### config.mk
export PLATFORM = sky130hd
export DESIGN_NAME = fp16_mac_accumulator
export DESIGN_NICKNAME = d
export VERILOG_FILES = /design/src/rtl/fp16_mac_accumulator.sv
export SDC_FILE = /design/constraint.sdc
export NUM_CORES = 1
export LEC_CHECK = 0
export ABC_AREA = 1
export BUFFER_PORTS_ARGS = -buffer_cell sky130_fd_sc_hd__buf_2
export CORE_MARGIN = 2
export CORE_UTILIZATION = 50
export DETAILED_ROUTE_END_ITERATION = 7
export GPL_TIMING_DRIVEN = 0
export PLACE_DENSITY = 0.67
export SYNTH_ARGS = -nofsm -noshare
export SYNTH_HDL_FRONTEND = slang
export SYNTH_SLANG_ARGS = --single-unit
### constraint.sdc
create_clock -name clk -period 4.3 [get_ports clk]
set_input_delay 0 -clock clk [delete_from_list [all_inputs] [get_ports clk]]
set_output_delay 0 -clock clk [all_outputs]
set_load 0.01 [all_outputs]
### src/rtl/fp16_mac_accumulator.sv
// FP16 running-sum accumulator: acc = acc + product, one element per 5 cycles
// through an iterative ALIGN/ADD/NORM/RND sequence with RNE rounding.
module fp16_mac_accumulator #(
    parameter logic [15:0] ACC_INIT = 16'h0000
) (
    input  logic        clk,
    input  logic        rst,
    input  logic        in_valid,
    output logic        in_ready,
    input  logic [15:0] in_data,
    input  logic        in_last,
    input  logic        acc_clr,
    output logic [15:0] acc_out,
    output logic        out_valid,
    output logic        busy
);

    localparam logic [2:0] S_IDLE  = 3'd0;
    localparam logic [2:0] S_ALIGN = 3'd1;
    localparam logic [2:0] S_ADD   = 3'd2;
    localparam logic [2:0] S_NORM  = 3'd3;
    localparam logic [2:0] S_RND   = 3'd4;

    logic [2:0]        r_state;
    logic [15:0]       r_acc;
    logic              r_out_valid;
    logic [15:0]       r_a;
    logic [15:0]       r_b;
    logic              r_last;
    logic              r_spec;
    logic [15:0]       r_spec_val;
    logic              r_sgn;
    logic              r_sub;
    logic [4:0]        r_exp;
    logic [13:0]       r_big;
    logic [13:0]       r_small;
    logic [14:0]       r_sum;
    logic [13:0]       r_n;
    logic signed [6:0] r_nexp;
    logic              r_zero;

    function automatic logic [3:0] lzc14(input logic [13:0] v);
        lzc14 = 4'd14;
        for (int i = 0; i < 14; i++)
            if (v[i]) lzc14 = 4'(13 - i);
    endfunction

    // Operand unpack: subnormals flush to signed zero (exp 0, significand 0)
    logic        w_a_nan, w_b_nan, w_a_inf, w_b_inf, w_a_zero, w_b_zero;
    logic [4:0]  w_ea, w_eb;
    logic [10:0] w_siga, w_sigb;
    logic [15:0] w_key_a, w_key_b;
    logic        w_swap;

    assign w_a_nan  = (&r_a[14:10]) && (|r_a[9:0]);
    assign w_b_nan  = (&r_b[14:10]) && (|r_b[9:0]);
    assign w_a_inf  = (&r_a[14:10]) && ~(|r_a[9:0]);
    assign w_b_inf  = (&r_b[14:10]) && ~(|r_b[9:0]);
    assign w_a_zero = ~(|r_a[14:10]);
    assign w_b_zero = ~(|r_b[14:10]);
    assign w_ea     = w_a_zero ? 5'd0 : r_a[14:10];
    assign w_eb     = w_b_zero ? 5'd0 : r_b[14:10];
    assign w_siga   = w_a_zero ? 11'd0 : {1'b1, r_a[9:0]};
    assign w_sigb   = w_b_zero ? 11'd0 : {1'b1, r_b[9:0]};
    assign w_key_a  = {w_ea, w_siga};
    assign w_key_b  = {w_eb, w_sigb};
    assign w_swap   = w_key_b > w_key_a;

    logic        w_big_sgn;
    logic [4:0]  w_big_exp, w_small_exp, w_diff;
    logic [10:0] w_big_sig, w_small_sig;
    logic [23:0] w_wide;
    logic [13:0] w_small_al;

    assign w_big_sgn   = w_swap ? r_b[15] : r_a[15];
    assign w_big_exp   = w_swap ? w_eb : w_ea;
    assign w_small_exp = w_swap ? w_ea : w_eb;
    assign w_big_sig   = w_swap ? w_sigb : w_siga;
    assign w_small_sig = w_swap ? w_siga : w_sigb;
    assign w_diff      = w_big_exp - w_small_exp;
    assign w_wide      = {w_small_sig, 13'd0} >> w_diff;
    // Field layout: 11-bit significand, guard, round, sticky
    assign w_small_al  = (w_diff > 5'd13) ? {13'd0, |w_small_sig}
                                          : {w_wide[23:11], |w_wide[10:0]};

    logic        w_spec;
    logic [15:0] w_spec_val;

    always_comb begin
        w_spec     = 1'b1;
        w_spec_val = 16'h7E00;
        if (w_a_nan || w_b_nan || (w_a_inf && w_b_inf && (r_a[15] != r_b[15])))
            w_spec_val = 16'h7E00;
        else if (w_a_inf)
            w_spec_val = {r_a[15], 15'h7C00};
        else if (w_b_inf)
            w_spec_val = {r_b[15], 15'h7C00};
        else if (w_a_zero && w_b_zero)
            w_spec_val = {r_a[15] & r_b[15], 15'd0};
        else
            w_spec = 1'b0;
    end

    logic [3:0]        w_lz;
    logic [13:0]       w_norm_shift;
    logic signed [6:0] w_exp_ext;

    assign w_lz         = lzc14(r_sum[13:0]);
    assign w_norm_shift = r_sum[13:0] << w_lz;
    assign w_exp_ext    = $signed({2'b00, r_exp});

    logic              w_inc;
    logic [11:0]       w_rsig;
    logic signed [6:0] w_rexp;
    logic [9:0]        w_mant;
    logic [15:0]       w_result;

    assign w_inc  = r_n[2] & (r_n[1] | r_n[0] | r_n[3]);
    assign w_rsig = {1'b0, r_n[13:3]} + {11'd0, w_inc};
    assign w_rexp = r_nexp + (w_rsig[11] ? 7'sd1 : 7'sd0);
    assign w_mant = w_rsig[11] ? w_rsig[10:1] : w_rsig[9:0];

    always_comb begin
        w_result = {r_sgn, w_rexp[4:0], w_mant};
        if (r_spec)
            w_result = r_spec_val;
        else if (r_zero || (w_rexp < 7'sd1))
            w_result = 16'h0000;
        else if (w_rexp > 7'sd30)
            w_result = {r_sgn, 15'h7C00};
    end

    always_ff @(posedge clk or negedge rst) begin
        if (!rst) begin
            r_state     <= S_IDLE;
            r_acc       <= ACC_INIT;
            r_out_valid <= 1'b0;
            r_a         <= 16'd0;
            r_b         <= 16'd0;
            r_last      <= 1'b0;
            r_spec      <= 1'b0;
            r_spec_val  <= 16'd0;
            r_sgn       <= 1'b0;
            r_sub       <= 1'b0;
            r_exp       <= 5'd0;
            r_big       <= 14'd0;
            r_small     <= 14'd0;
            r_sum       <= 15'd0;
            r_n         <= 14'd0;
            r_nexp      <= 7'sd0;
            r_zero      <= 1'b0;
        end else begin
            r_out_valid <= 1'b0;
            case (r_state)
                S_IDLE: begin
                    if (in_valid) begin
                        r_a     <= acc_clr ? ACC_INIT : r_acc;
                        r_b     <= in_data;
                        r_last  <= in_last;
                        r_state <= S_ALIGN;
                    end else if (acc_clr) begin
                        r_acc <= ACC_INIT;
                    end
                end
                S_ALIGN: begin
                    r_spec     <= w_spec;
                    r_spec_val <= w_spec_val;
                    r_sgn      <= w_big_sgn;
                    r_sub      <= r_a[15] ^ r_b[15];
                    r_exp      <= w_big_exp;
                    r_big      <= {w_big_sig, 3'b000};
                    r_small    <= w_small_al;
                    r_state    <= S_ADD;
                end
                S_ADD: begin
                    // Larger magnitude is always r_big, so subtraction never underflows
                    r_sum   <= r_sub ? ({1'b0, r_big} - {1'b0, r_small})
                                     : ({1'b0, r_big} + {1'b0, r_small});
                    r_state <= S_NORM;
                end
                S_NORM: begin
                    r_zero <= ~(|r_sum);
                    if (r_sum[14]) begin
                        r_n    <= {r_sum[14:2], |r_sum[1:0]};
                        r_nexp <= w_exp_ext + 7'sd1;
                    end else begin
                        r_n    <= w_norm_shift;
                        r_nexp <= w_exp_ext - $signed({3'b000, w_lz});
                    end
                    r_state <= S_RND;
                end
                S_RND: begin
                    r_acc       <= w_result;
                    r_out_valid <= r_last;
                    r_state     <= S_IDLE;
                end
                default: r_state <= S_IDLE;
            endcase
        end
    end

    assign in_ready  = (r_state == S_IDLE);
    assign busy      = (r_state != S_IDLE);
    assign acc_out   = r_acc;
    assign out_valid = r_out_valid;

endmodule

==> metrics.md, run 1 <==
| Metric | Value |
|---|---|
| Die height | `137 µm` |
| Clk root buf | `clkbuf_16` |
| Antenna Nets Post-Route | `0` |
| Max Cap Violations | `0` |
| Synth Cell Area | `between 8000 and 9000 µm²` |
| Biggest cell delay along the critical path | `0.45 ns` |
| HPWL after DPL | `19500 µm` |
| Slowest CP cell | `dfrtp_2` |
| Sequential standard cell area | `3160 µm²` |
| Most used cell, CP | `nand2_1` |
| Chip Width | `137 µm` |
| Yosys reg bits | `126` |
| Wire per inst | `approximately 16 µm` |
| Final-report setup violation count | `0` |
| Initial antenna violation count | `0` |
| Most frequent cells in the layout | `nand2_1, inv_1, o21ai_0, dfrtp_1, nor2_1` |
| Final Slew Violations | `0` |
| Max frequency | `254 MHz` |
| Post-layout min period | `3.94 ns` |
| Clock sink count | `126` |
| CTS buffer count | `17` |
| Worst-path clk slew | `0.07 ns` |
| Post-synth EDFFs | `0` |
| Post-placement cell count | `1519` |
| Final Hold Fails | `0` |
| Worst Path Required | `4.60 ns` |
| Outcome | `finished, final reports clean` |
| # nets final | `between 1000 and 1500` |
| Slew @ Worst Pin | `approximately 0.95 ns` |
| RePlAce Congestion | `0.950` |
| Main synth FF type | `dfrtp_1` |
| Type of the worst setup path | `reg -> reg` |
| Starting Density | `0.512` |
| I/O pin count | `40` |
| Final global-route overflow total | `0` |
| # diodes | `0` |
| Worst Path Buf+Inv | `5` |
| Clk_lat worst skew | `0.43 ns` |
| Max Root-Sink Buffers | `2` |
| Most common cell after layout, fill and taps aside | `nand2_1` |
| Gate Count Post-Synth | `1254` |
| First-pass GRT wire length | `roughly 42000 µm` |
| Share of layout cells above drive strength 1 | `0.0904` |
| Synth Net Count | `approximately 1300` |
| First-pass DRT Iterations | `5` |
| Synth unique cells | `55` |
| Non-Filler Instances | `approximately 1600` |
| Largest net degree at the start of global routing | `88` |
| Via/cell ratio | `5.57` |
| Skew final | `0.0124 ns` |
| Delay-heaviest family, CP | `simple AND/OR/NAND/NOR gates` |
| Area delta synth->final | `15.9%` |
| Worst EP arrival | `4.25 ns` |
| Final worst path period share | `0.917` |
| Via count | `8760` |
| Ys async rst share | `1.00` |
| Overall Global Routing Usage | `0.285` |
| DRC errors left | `0` |
| WL final | `approximately 26000 µm` |
| Post-Syn Area per Cell | `~7.1 µm²` |
| Number of global-route vias before repair | `roughly 8300` |
| Core Box Area | `roughly 17000 µm²` |
| Area of the multi-input gates | `roughly 5000 µm²` |
| Fillers | `1644` |
| Worst hold path class | `in -> async` |
| DIE AREA | `between 15000 and 20000 µm²` |
| Htree depth | `4` |
| Sequential-to-total area share from yosys stat | `0.355` |
| CP startpoint kind | `flop` |
| Max_slew headroom | `0.363` |
| Rows | `48` |
| Port bufs | `39` |
| Synth Warn # | `0` |
| DRT iter0 DRCs | `between 600 and 700` |
| Crit path max fanout | `10` |
| CP Capture Type | `flop` |
| CTS tree | `done` |
state kept, by name, summed over array words and instances, names as in the netlist, 5 cells and up:
name / count
r_a: 16
acc_out: 16
r_nexp: 7
r_exp: 5
r_b: 16
r_small: 14
r_big: 11
r_n: 14
r_sum: 15
metrics by stage:
step | area [µm²] | TNS, ns | utilization | hold WS, ns | worst slack (ns)
6_report | 10300 | 0 | 0.593 | 0.0475 | 0.356
5_1_grt | 10300 | -0.0136 | 0.593 | 0.0937 | -0.0136
4_1_cts | 10200 | 0 | 0.586 | 0.0602 | 0.00191
3_5_place_dp | 9390 | -0.236 | 0.541 | -0.0656 | -0.185
3_3_place_gp | 9360 | -0.160 | 0.539 | 0.201 | -0.160
2_1_floorplan | 8880 | 0 | - | -0.296 | 0.630
layout make-up:
cell class                 count  area share
clock inverter                12      0.0131
sequential                   126       0.307
clock buffer                  20      0.0434
multi-input combinational    919       0.486
tap                          225      0.0273
buffer                        48      0.0205
inverter                     160      0.0585
timing repair buffer          64      0.0446
path summary, 6_finish.rpt:
| path | start | to | slack [ns] | depth (start not counted) |
|---|---|---|---|---|
| setup / recovery | r_b[11] | r_small[0] | 0.36 | 30 |
| hold / removal | rst | acc_out[2] | 0.05 | 2 |
| setup reg to reg | r_b[11] | r_small[0] | 0.36 | 30 |
| hold reg to reg | r_n[0] | r_n[0] | 0.48 | 2 |
| max in group asynchronous | rst | r_small[7] | 3.48 | 3 |
| min in group clk | in_data[5] | r_b[5] | 0.32 | 4 |
cell families (layout without fill, tap and decap cells):
family / count (synthesis) / count (layout) / share of synthesized area
AOI/OAI and AO/OA: 288 / 288 / 0.190
xor gates and xnor gates: 22 / 22 / 0.0217
adders and majority gates: 50 / 50 / 0.0721
buffers and inverters: 210 / 304 / 0.0915
DFF: 126 / 126 / 0.355
muxes: 3 / 3 / 0.00338
and+or+nand+nor: 555 / 556 / 0.266
synth_stat cells, types with 2 or more instances:
master / n / area (µm²)
a211oi_1: 3 / 22.5
a21o_1: 4 / 30.0
a21oi_1: 61 / 305
a221oi_1: 3 / 26.3
a22o_1: 3 / 26.3
a22oi_1: 7 / 52.6
a2bb2oi_1: 4 / 35.0
a31oi_1: 12 / 75.1
and2_1: 2 / 12.5
buf_2: 4 / 20.0
buf_6: 2 / 22.5
clkbuf_1: 42 / 158
clkinv_1: 2 / 7.51
dfrtp_1: 126 / 3150
fa_1: 2 / 40.0
ha_1: 48 / 601
inv_1: 155 / 582
inv_2: 2 / 7.51
mux2i_1: 3 / 30.0
nand2_1: 328 / 1230
nand2_2: 7 / 43.8
nand3_1: 77 / 385
nand3_2: 6 / 60.1
nand3b_1: 4 / 30.0
nand4_1: 15 / 93.8
nor2_1: 85 / 319
nor3_1: 20 / 100
nor3b_1: 3 / 22.5
nor4_1: 3 / 18.8
o211ai_1: 8 / 60.1
o21a_1: 10 / 75.1
o21ai_0: 127 / 636
o21ai_1: 11 / 55.1
o21ai_2: 2 / 17.5
o21bai_1: 6 / 45.0
o221ai_1: 10 / 87.6
o22a_1: 2 / 17.5
o22ai_1: 3 / 18.8
o31ai_1: 4 / 30.0
o32ai_1: 2 / 17.5
xor2_1: 22 / 193
layer usage:
layer / GRT usage / share of wire / vias to the layer above
met2: 0.472 / 0.47 / 280
met5: 0 / 0 / -
met3: 0.0611 / 0.061 / 54
li1: - / - / 4345
met1: 0.374 / 0.45 / 4081
met4: 0.0893 / 0.025 / 0
what timing repair did:
action,in CTS,in global routing
cloned,0,1
hold endpoints to repair,146,0
resized for setup,2,27
endpoints found under the setup margin,10,21
hold buffers,20,0
pin swaps,0,3
setup buffers,0,4
Power of run 1 is left out: the tool's default activity adds up to more than one toggle a clock period on the data nets, which glitch-free logic cannot reach.
==> run 2, diff against run 1 <==
--- a/config.mk
+++ b/config.mk
@@ -7,11 +7,12 @@
 export LEC_CHECK = 0
 export ABC_AREA = 1
 export BUFFER_PORTS_ARGS = -buffer_cell sky130_fd_sc_hd__buf_2
+export CAP_MARGIN = 20
 export CORE_MARGIN = 2
-export CORE_UTILIZATION = 50
+export CORE_UTILIZATION = 60
 export DETAILED_ROUTE_END_ITERATION = 7
 export GPL_TIMING_DRIVEN = 0
-export PLACE_DENSITY = 0.67
+export PLACE_DENSITY = 0.78
 export SYNTH_ARGS = -nofsm -noshare
 export SYNTH_HDL_FRONTEND = slang
 export SYNTH_SLANG_ARGS = --single-unit
==> run 2 against run 1 <==
  * Register-to-register slack barely moved
  * Utilization rose by 11 points
  * Sequential share of layout area rose by 0.21 points
  * Final cell count fell by 2.8%
  * Clock skew fell by 0.0044 ns
==> metrics.md, run 2 (synthesis results as in run 1) <==
| Metric | Value |
|---|---|
| I/O pin count | `40` |
| Setup slack after layout | `0.345 ns` |
| CP startpoint kind | `flop` |
| Overall Global Routing Usage | `0.333` |
| Final Hold Fails | `0` |
| Die height | `126 µm` |
| Area delta synth->final | `15.0%` |
| Clk root buf | `clkbuf_16` |
| Slew @ Worst Pin | `0.987 ns` |
| CTS buffer count | `17` |
| Max frequency | `around 250 MHz` |
| Final worst path period share | `0.920` |
| Max Root-Sink Buffers | `2` |
| RePlAce Congestion | `0.982` |
| DRT iter0 DRCs | `roughly 940` |
| Rows | `44` |
| Final Slew Violations | `0` |
| Starting Density | `0.614` |
| Final global-route overflow total | `0` |
| First-pass DRT Iterations | `6` |
| Most frequent cells in the layout | `nand2_1, inv_1, o21ai_0, dfrtp_1, nor2_1` |
| DIE AREA | `around 16000 µm²` |
| Antenna Nets Post-Route | `0` |
| CP Capture Type | `flop` |
| Clock sink count | `between 100 and 150` |
| Dpl cell area | `9340 µm²` |
| Biggest cell delay along the critical path | `0.46 ns` |
| Final-report setup violation count | `0` |
| Most used cell, CP | `nand2_1` |
| Post-route cell area | `roughly 10000 µm²` |
| Wire per inst | `16.8 µm` |
| Via count | `around 9000` |
| Worst hold path class | `in -> async` |
| Setup slack at placement | `-0.259 ns` |
| Most common cell after layout, fill and taps aside | `nand2_1` |
| Worst-path clk slew | `0.06 ns` |
| Max_slew headroom | `0.337` |
| Fillers | `1207` |
| CTS tree | `done` |
| Delay-heaviest family, CP | `simple AND/OR/NAND/NOR gates` |
| Outcome | `finished, final reports clean` |
| First-pass GRT wire length | `~42000 µm` |
| Htree depth | `4` |
| Slowest CP cell | `dfrtp_1` |
| DRC errors left | `0` |
| WL final | `25700 µm` |
| Number of global-route vias before repair | `8628` |
| Non-Filler Instances | `1530` |
| # diodes | `0` |
| Post-layout min period | `3.95 ns` |
| Clk_lat worst skew | `roughly 0.43 ns` |
| Post-placement cell count | `between 1000 and 1500` |
| Chip Width | `126 µm` |
| Initial antenna violation count | `0` |
| # nets final | `1404` |
| Via/cell ratio | `5.85` |
| Crit path max fanout | `10` |
| Worst Path Required | `4.61 ns` |
| Skew final | `0.00796 ns` |
| Type of the worst setup path | `reg -> reg` |
| Share of layout cells above drive strength 1 | `0.0832` |
| Core Box Area | `14500 µm²` |
| Max Cap Violations | `0` |
| HPWL after DPL | `18900 µm` |
| Largest net degree at the start of global routing | `81` |
| Port bufs | `39` |
| Worst Path Buf+Inv | `3` |
| Worst EP arrival | `4.26 ns` |
## run 2: timing repair
item / in CTS / in global routing
cloned: 0 / 1
buffers inserted: 0 / 2
gates resized for setup: 1 / 15
hold buffers: 20 / 0
endpoints found under the setup margin: 14 / 25
pin swaps: 0 / 1
endpoints found under the hold margin: 146 / 0
## run 2: worst paths after layout
kind                                  from    endpoint  slack (ns)  cells past startpoint
worst max-delay path               r_b[13]  r_small[0]        0.35                     29
worst min-delay path                   rst  acc_out[2]        0.08                      2
worst max register to register     r_b[13]  r_small[0]        0.35                     29
worst min register to register      r_n[0]      r_n[0]        0.47                      2
max in group asynchronous              rst  r_small[6]        3.48                      3
min in group clk                in_data[4]      r_b[4]        0.33                      4
## run 2: cell type report
class	count	area [µm²]	share of cell area
Multi-Input combinational cell	918	4980	0.487
Sequential cell	126	3150	0.309
Inverter	160	606	0.0593
Clock buffer	21	460	0.0451
Timing Repair Buffer	62	444	0.0435
Tap cell	184	230	0.0225
Buffer	47	204	0.0200
Clock inverter	11	134	0.0131
Timing Repair inverter	1	5.00	0.000490
## run 2: per-stage QoR
stage               TNS [ns]  utilization  hold slack (ns)
detailed placement    -0.794        0.645          -0.0448
floorplan                  0            -           -0.296
global placement      -0.146        0.643            0.200
finish                     0        0.705           0.0813
global route         -0.0408        0.705           0.0997
CTS                        0        0.700           0.0796
## run 2: layer usage
layer / track usage / wire (µm) / vias up
li1: - / - / 4329
met2: 0.545 / 12200 / 379
met5: 0 / 0 / -
met3: 0.0731 / 1680 / 76
met1: 0.436 / 10900 / 4172
met4: 0.127 / 897 / 0
Power of run 2 is left out for the same reason.
